## config.mk

```make
export PLATFORM = sky130hd
export DESIGN_NAME = arb_rr_ctrl
export DESIGN_NICKNAME = d
export VERILOG_FILES = /design/src/rtl/arb_pkg.sv /design/src/rtl/arb_rr_pick.sv /design/src/rtl/arb_rr_ctrl.sv
export SDC_FILE = /design/constraint.sdc
export NUM_CORES = 1
export LEC_CHECK = 0
export CAP_MARGIN = 20
export CORE_AREA = 2 2 39 41
export CTS_CLUSTER_SIZE = 16
export DETAILED_ROUTE_END_ITERATION = 8
export DIE_AREA = 0 0 41 43
export PLACE_DENSITY = 0.36
export SLEW_MARGIN = 30
export SYNTH_ARGS = -nofsm -noshare
export SYNTH_HDL_FRONTEND = slang
export SYNTH_SLANG_ARGS = --single-unit
```

## constraint.sdc

```tcl
create_clock -name clk -period 1.2 [get_ports clk]
set_clock_uncertainty 0.05 [all_clocks]
set_input_delay 0.18 -clock clk [delete_from_list [all_inputs] [get_ports clk]]
set_output_delay 0.18 -clock clk [all_outputs]
set_load 0.1 [all_outputs]
```

## src/rtl/arb_pkg.sv

```systemverilog
`default_nettype none
// ============================================================================
// Module  : arb_pkg
// Purpose : Shared types and constants for the round-robin grant controller.
//           - arb_state_t : controller state encoding (IDLE / OWN)
//           - HOLD_W      : width of the optional hold counter
//           - idx_w()     : index width for N agents, never below 1 bit
// Revision: 1.0 - initial release
// ============================================================================
package arb_pkg;

    typedef enum logic [0:0] {
        IDLE = 1'b0,
        OWN  = 1'b1
    } arb_state_t;

    localparam int HOLD_W = 8;

    function automatic int idx_w(input int n);
        return (n < 2) ? 1 : $clog2(n);
    endfunction

endpackage
`default_nettype wire

```

## src/rtl/arb_rr_pick.sv

```systemverilog
`default_nettype none
// ============================================================================
// Module  : arb_rr_pick
// Purpose : Combinational rotate-priority encoder. Scans req starting at ptr,
//           wrapping modulo NUM_AGENTS, and returns the first set bit that is
//           not the excluded index.
// Ports   : req      [NUM_AGENTS-1:0] request levels
//           ptr      [IDX_W-1:0]      scan start index
//           excl_vld                  exclusion enable
//           excl_idx [IDX_W-1:0]      index never selected when excl_vld
//           found                     a winner exists
//           idx      [IDX_W-1:0]      winner index (0 when !found)
// Revision: 1.0 - initial release
// ============================================================================
module arb_rr_pick #(
    parameter int NUM_AGENTS = 2,
    parameter int IDX_W      = 1
) (
    input  logic [NUM_AGENTS-1:0] req,
    input  logic [IDX_W-1:0]      ptr,
    input  logic                  excl_vld,
    input  logic [IDX_W-1:0]      excl_idx,
    output logic                  found,
    output logic [IDX_W-1:0]      idx
);

    int               w_cand;
    logic [IDX_W-1:0] w_cidx;

    always_comb begin
        found  = 1'b0;
        idx    = '0;
        w_cand = 0;
        w_cidx = '0;
        for (int k = 0; k < NUM_AGENTS; k++) begin
            w_cand = int'(ptr) + k;
            if (w_cand >= NUM_AGENTS) begin
                w_cand = w_cand - NUM_AGENTS;
            end
            w_cidx = IDX_W'(w_cand);
            if (!found && req[w_cidx] && !(excl_vld && (excl_idx == w_cidx))) begin
                found = 1'b1;
                idx   = w_cidx;
            end
        end
    end

endmodule
`default_nettype wire

```

## src/rtl/arb_rr_ctrl.sv

```systemverilog
`default_nettype none
// ============================================================================
// Module  : arb_rr_ctrl
// Purpose : Round-robin req/ack grant controller for one shared resource.
//           The owner keeps a registered one-hot ack while its req stays
//           high; on release the next requester is handed the grant in the
//           same edge (no idle bubble).
// Ports   : clk                     rising-edge clock
//           rst                     asynchronous reset, active low
//           req    [NUM_AGENTS-1:0] per-agent request level
//           ack    [NUM_AGENTS-1:0] registered one-hot grant
//           ack_id [IDX_W-1:0]      binary owner index (0 when idle)
//           busy                    |ack
// Options : ARB_HOLD_LIMIT_EN - forces release after MAX_HOLD owned cycles
//           when another agent is waiting.
// Revision: 1.0 - initial release
// ============================================================================
module arb_rr_ctrl
    import arb_pkg::*;
#(
    parameter int NUM_AGENTS = 2,
    parameter int MAX_HOLD   = 16
) (
    input  logic                             clk,
    input  logic                             rst,
    input  logic [NUM_AGENTS-1:0]            req,
    output logic [NUM_AGENTS-1:0]            ack,
    output logic [idx_w(NUM_AGENTS)-1:0]     ack_id,
    output logic                             busy
);

    localparam int                  c_IDX_W = idx_w(NUM_AGENTS);
    localparam logic [NUM_AGENTS-1:0] c_ONE = NUM_AGENTS'(1);

    if (NUM_AGENTS < 2 || NUM_AGENTS > 16 || MAX_HOLD < 2 || MAX_HOLD > 255) begin : g_bad_param
        $error("arb_rr_ctrl: parameter out of range");
    end

    arb_state_t              r_state, w_state_nxt;
    logic [NUM_AGENTS-1:0]   r_ack, w_ack_nxt;
    logic [c_IDX_W-1:0]      r_ack_id, w_id_nxt;
    logic [c_IDX_W-1:0]      r_ptr, w_ptr_nxt;
    logic [c_IDX_W-1:0]      w_optr;
    logic [c_IDX_W-1:0]      w_pick_ptr;
    logic                    w_found;
    logic [c_IDX_W-1:0]      w_pick_idx;
    logic                    w_own;
    logic                    w_force;
    logic                    w_release;

    assign w_own     = (r_state == OWN);
    // Pointer one past the current owner, wrapping at NUM_AGENTS.
    assign w_optr    = (r_ack_id == c_IDX_W'(NUM_AGENTS - 1)) ? '0 : r_ack_id + c_IDX_W'(1);
    assign w_release = w_own && (!req[r_ack_id] || w_force);
    // While owning, the only pick that matters is the release re-pick, which
    // scans from one past the owner; in IDLE it scans from the stored pointer.
    assign w_pick_ptr = w_own ? w_optr : r_ptr;

    arb_rr_pick #(
        .NUM_AGENTS (NUM_AGENTS),
        .IDX_W      (c_IDX_W)
    ) u_pick (
        .req      (req),
        .ptr      (w_pick_ptr),
        .excl_vld (w_own),
        .excl_idx (r_ack_id),
        .found    (w_found),
        .idx      (w_pick_idx)
    );

`ifdef ARB_HOLD_LIMIT_EN
    localparam logic [HOLD_W-1:0] c_HOLD_MAX = HOLD_W'(MAX_HOLD);
    localparam logic [HOLD_W-1:0] c_HOLD_LIM = HOLD_W'(MAX_HOLD - 1);

    logic [HOLD_W-1:0] r_hold, w_hold_nxt;
    logic              w_others;

    assign w_others = |(req & ~r_ack);
    // >= rather than == so an owner that saturated while alone is still
    // preempted once another agent starts waiting.
    assign w_force  = w_own && (r_hold >= c_HOLD_LIM) && w_others;

    always_comb begin
        w_hold_nxt = '0;
        if (w_own && !w_release) begin
            w_hold_nxt = (r_hold == c_HOLD_MAX) ? r_hold : r_hold + HOLD_W'(1);
        end
    end

    always_ff @(posedge clk or negedge rst) begin
        if (!rst) begin
            r_hold <= '0;
        end else begin
            r_hold <= w_hold_nxt;
        end
    end
`else
    assign w_force = 1'b0;
`endif

    always_comb begin
        w_state_nxt = r_state;
        w_ack_nxt   = r_ack;
        w_id_nxt    = r_ack_id;
        w_ptr_nxt   = r_ptr;
        case (r_state)
            IDLE: begin
                if (w_found) begin
                    w_state_nxt = OWN;
                    w_ack_nxt   = c_ONE << w_pick_idx;
                    w_id_nxt    = w_pick_idx;
                end
            end
            OWN: begin
                if (w_release) begin
                    w_ptr_nxt = w_optr;
                    if (w_found) begin
                        w_ack_nxt = c_ONE << w_pick_idx;
                        w_id_nxt  = w_pick_idx;
                    end else begin
                        w_state_nxt = IDLE;
                        w_ack_nxt   = '0;
                        w_id_nxt    = '0;
                    end
                end
            end
            default: begin
                w_state_nxt = IDLE;
                w_ack_nxt   = '0;
                w_id_nxt    = '0;
            end
        endcase
    end

    always_ff @(posedge clk or negedge rst) begin
        if (!rst) begin
            r_state  <= IDLE;
            r_ack    <= '0;
            r_ack_id <= '0;
            r_ptr    <= '0;
        end else begin
            r_state  <= w_state_nxt;
            r_ack    <= w_ack_nxt;
            r_ack_id <= w_id_nxt;
            r_ptr    <= w_ptr_nxt;
        end
    end

    assign ack    = r_ack;
    assign ack_id = r_ack_id;
    assign busy   = |r_ack;

endmodule
`default_nettype wire

```

==> impl_table.tex, run 1 <==
\begin{tabular}{lr}
\hline
Metric & Value \\
\hline
\multicolumn{2}{l}{\textbf{Drt}} \\
\quad Routed Antenna Nets & 0 \\
\quad Total detailed-routing wirelength & 488 um \\
\quad Wire length per cell & 9.385 um \\
\quad Via Count & 210 \\
\quad Number of remaining DRC errors & 0 \\
\quad Via density per instance & 4.038 \\
\quad DRC marker count from the first detailed-route iteration & 2 \\
\quad First-pass DRT Iterations & 2 \\
\multicolumn{2}{l}{\textbf{Die}} \\
\quad Horizontal die dimension & 41 um \\
\quad Ports placed on the boundary & 8 \\
\quad Core Box Area & 1384 sq um \\
\quad Die height & 43 um \\
\quad Initial core utilization & 0.1438 \\
\quad Die Area & 1763 sq um \\
\quad Count of standard-cell rows & 14 \\
\multicolumn{2}{l}{\textbf{Final layout}} \\
\quad Filler cells & 145 \\
\quad Post-layout util & 0.2911 \\
\quad Post-synthesis to final-layout area growth & 102.5\% \\
\quad Fraction of final layout cells with drive strength greater than 1 & 0.4444 \\
\quad Final cell area excluding filler cells & 402.9 sq um \\
\quad Final net count & 41 \\
\quad Antenna diode instance count & 0 \\
\multicolumn{2}{l}{\textbf{STA}} \\
\quad Least setup slack across all paths after layout & -0.1556 ns \\
\quad Tightest slew margin relative to the limit & 0.8785 \\
\quad Max Fclk & 737.7 MHz \\
\quad Final period demand of the worst path & 1.356 ns \\
\quad Final period util & 1.130 \\
\quad Unrepaired setup endpoints after global routing & true \\
\quad Slew Viols, Final & 0 \\
\quad Tightest hold margin & 0.09339 ns \\
\quad Final hold vios & 0 \\
\quad Final setup violation count & 4 \\
\quad Transition time at the pin with the least slew margin & 0.1817 ns \\
\multicolumn{2}{l}{\textbf{Clock network}} \\
\quad Total clock sinks & 4 \\
\quad TritonCTS buffer count & 3 \\
\quad Number of H-tree branching levels & 1 \\
\quad CTS clk-pin slew, worst paths & 0.04 ns \\
\quad CTS tree & done \\
\quad Bufs on Longest Clock Path & 2 \\
\quad Hold buffer count at cts & 0 \\
\quad Worst-skew pair later-pin latency & 0.24 ns \\
\quad Root buf cell & sky130\_fd\_sc\_hd\_\_clkbuf\_4 \\
\multicolumn{2}{l}{\textbf{Run}} \\
\quad Max-cap violations & 0 \\
\multicolumn{2}{l}{\textbf{GRT}} \\
\quad Global-route wire length before repair & 807 um \\
\quad Overflow left after global routing & 0 \\
\quad Via count of the first global-routing pass & 212 \\
\quad Pin count of the biggest net entering global routing & 6 \\
\quad Global Route Usage Sum & 0.07344 \\
\quad Antenna violations before repair & 0 \\
\multicolumn{2}{l}{\textbf{Worst setup path}} \\
\quad Highest net fanout along the worst path & 2 \\
\quad Crit Path Class & register to primary output \\
\quad Worst setup path start & ack[0] \\
\quad Crit path to & busy \\
\quad Required time of the worst setup path & 0.97 ns \\
\quad Setup crit start kind & register \\
\quad Setup crit end kind & primary output \\
\quad Crit path arrival time & 1.13 ns \\
\quad Worst-case register-to-register setup slack & 0.10 ns \\
\quad Critical register-to-register path endpoint & ack[0] \\
\quad Beginning of the worst register-to-register path & ack[1] \\
\quad Worst Reg-to-Reg Cells & 3 \\
\multicolumn{2}{l}{\textbf{Power}} \\
\quad Power consumption & 0.0007321 W \\
\quad Maximum vdd drop & 347.1 uV \\
\quad Power density over cell area & 1817 nW/um\^{}2 \\
\quad Leakage power total & 0.1807 nW \\
\multicolumn{2}{l}{\textbf{Placed design}} \\
\quad Routability Congestion & 0.8559 \\
\quad Number of buffers added on ports & 7 \\
\quad Placed cell area & 354.1 sq um \\
\multicolumn{2}{l}{\textbf{Synthesis}} \\
\quad Number of warnings reported in the yosys synthesis log & 0 \\
\quad Net Count, Synth & 25 \\
\quad Synth unique cells & 11 \\
\quad Portion of the post-synthesis area used by sequential elements & 0.5031 \\
\quad Post-synthesis cell area & 198.9 sq um \\
\quad Post-synthesis cell count & 21 \\
\quad Mapped Avg Cell Area & 9.473 sq um \\
\quad Synthesis-stage register bit count & 4 \\
\multicolumn{2}{l}{\textbf{Hold path}} \\
\quad Type of the most critical hold path & input port to async pin \\
\multicolumn{2}{l}{\textbf{Status}} \\
\quad Status & finished with violations \\
\quad Violated checks & negative setup slack \\
\hline
\end{tabular}
[layout make-up]
class	count	area, sq um	share of cell area
Clock buffer	4	26.28	0.06522
Inverter	3	11.26	0.02795
Multi-Input combinational cell	13	82.58	0.2050
Sequential cell	4	107.6	0.2671
Tap cell	16	20.02	0.04969
Timing Repair Buffer	12	155.1	0.3851
[per-layer routing]
metal | GRT usage | up-vias | part of all wire
met5 | 0 | - | 0
met4 | 0.08000 | 0 | 0.027
met3 | 0.03141 | 2 | 0.061
met2 | 0.1000 | 9 | 0.48
met1 | 0.07443 | 97 | 0.42
li1 | - | 102 | -
[where the power goes]
| group | switching [W] | internal, W |
|---|---|---|
| clock network | 0.0000559 | 0.000125 |
| logic | 0.000220 | 0.000151 |
| registers | 0.0000181 | 0.000162 |
| total | 0.000294 | 0.000438 |
[logic make-up after synthesis]
kind of cell / count (synthesis) / share of synthesized area
flip-flops: 4 / 0.5032
AND/OR/NAND/NOR: 2 / 0.05032
buffers and inverters: 4 / 0.09435
AO/OA/AOI/OAI: 10 / 0.3018
multiplexers: 1 / 0.05032
[worst max-delay path: stages (launching register included)]
cell                      delay, ns
sky130_fd_sc_hd__dfrtp_4       0.46
sky130_fd_sc_hd__or2_4         0.26
sky130_fd_sc_hd__buf_12        0.16
[through the flow]
stage                TNS, ns  cells  setup WS, ns
finish               -0.3606     52       -0.1556
global route         -0.4858     52       -0.1875
CTS                  -0.4225     52       -0.1740
detailed placement  -0.08156     46      -0.08156
global placement    -0.05720     46      -0.05720
floorplan           -0.06701     21      -0.05616
[cell usage in the layout (no fill, tap or decap), drive strengths merged]
master | Yosys | routed
a211oi | 1 | 1
a21oi | 4 | 4
buf | 1 | 9
clkbuf | 0 | 4
clkdlybuf4s50 | 0 | 3
dfrtp | 4 | 4
inv | 3 | 3
mux2i | 1 | 1
nand2 | 1 | 1
o21ai | 3 | 3
o22ai | 2 | 2
or2 | 1 | 1
[Yosys cell counts]
library cell,instances,area [sq um]
sky130_fd_sc_hd__a211oi_2,1,12.51
sky130_fd_sc_hd__o21ai_0,2,10.01
sky130_fd_sc_hd__nand2_1,1,3.750
sky130_fd_sc_hd__o21ai_1,1,5.000
sky130_fd_sc_hd__mux2i_1,1,10.01
sky130_fd_sc_hd__or2_2,1,6.260
sky130_fd_sc_hd__inv_1,3,11.26
sky130_fd_sc_hd__o22ai_1,2,12.51
sky130_fd_sc_hd__a21oi_1,4,20.02
sky130_fd_sc_hd__buf_4,1,7.510
sky130_fd_sc_hd__dfrtp_1,4,100.1
[flip-flops by register name (all words and copies together), names as in the netlist]
register,count
ack,2
r_state,1
r_ptr,1
[what timing repair did]
| action | 4_1_cts | 5_1_grt |
|---|---|---|
| endpoints found under the setup margin | 4 | 4 |
| setup buffers | 2 | 0 |
| pin swaps | 0 | 0 |
| resized for setup | 2 | 0 |
[how the worst min path moves through the flow]
stage | slack (ns) | to | startpoint | cells past startpoint
5_1_grt | 0.09 | ack[0] | rst | 1
4_1_cts | 0.08 | ack[0] | rst | 1
6_report | 0.09 | ack[0] | rst | 1
3_3_place_gp | 0.34 | ack[1] | rst | 1
3_5_place_dp | 0.34 | ack[0] | rst | 1
2_1_floorplan | -0.17 | r_ptr | rst | 0
Note: power is estimated with default switching activity, not from simulation.
==> run 2, diff against run 1 <==
--- a/config.mk
+++ b/config.mk
@@ -11,6 +11,7 @@
 export DETAILED_ROUTE_END_ITERATION = 8
 export DIE_AREA = 0 0 41 43
 export PLACE_DENSITY = 0.36
+export SKIP_LAST_GASP = 1
 export SLEW_MARGIN = 30
 export SYNTH_ARGS = -nofsm -noshare
 export SYNTH_HDL_FRONTEND = slang
==> results of run 2 <==
The final DEF is identical to that of run 1; final timing and power are the same.
==> run 3, diff against run 2 <==
--- a/config.mk
+++ b/config.mk
@@ -5,7 +5,6 @@
 export SDC_FILE = /design/constraint.sdc
 export NUM_CORES = 1
 export LEC_CHECK = 0
-export CAP_MARGIN = 20
 export CORE_AREA = 2 2 39 41
 export CTS_CLUSTER_SIZE = 16
 export DETAILED_ROUTE_END_ITERATION = 8
==> results of run 3 <==
The final DEF is identical to that of run 1; final timing and power are the same.
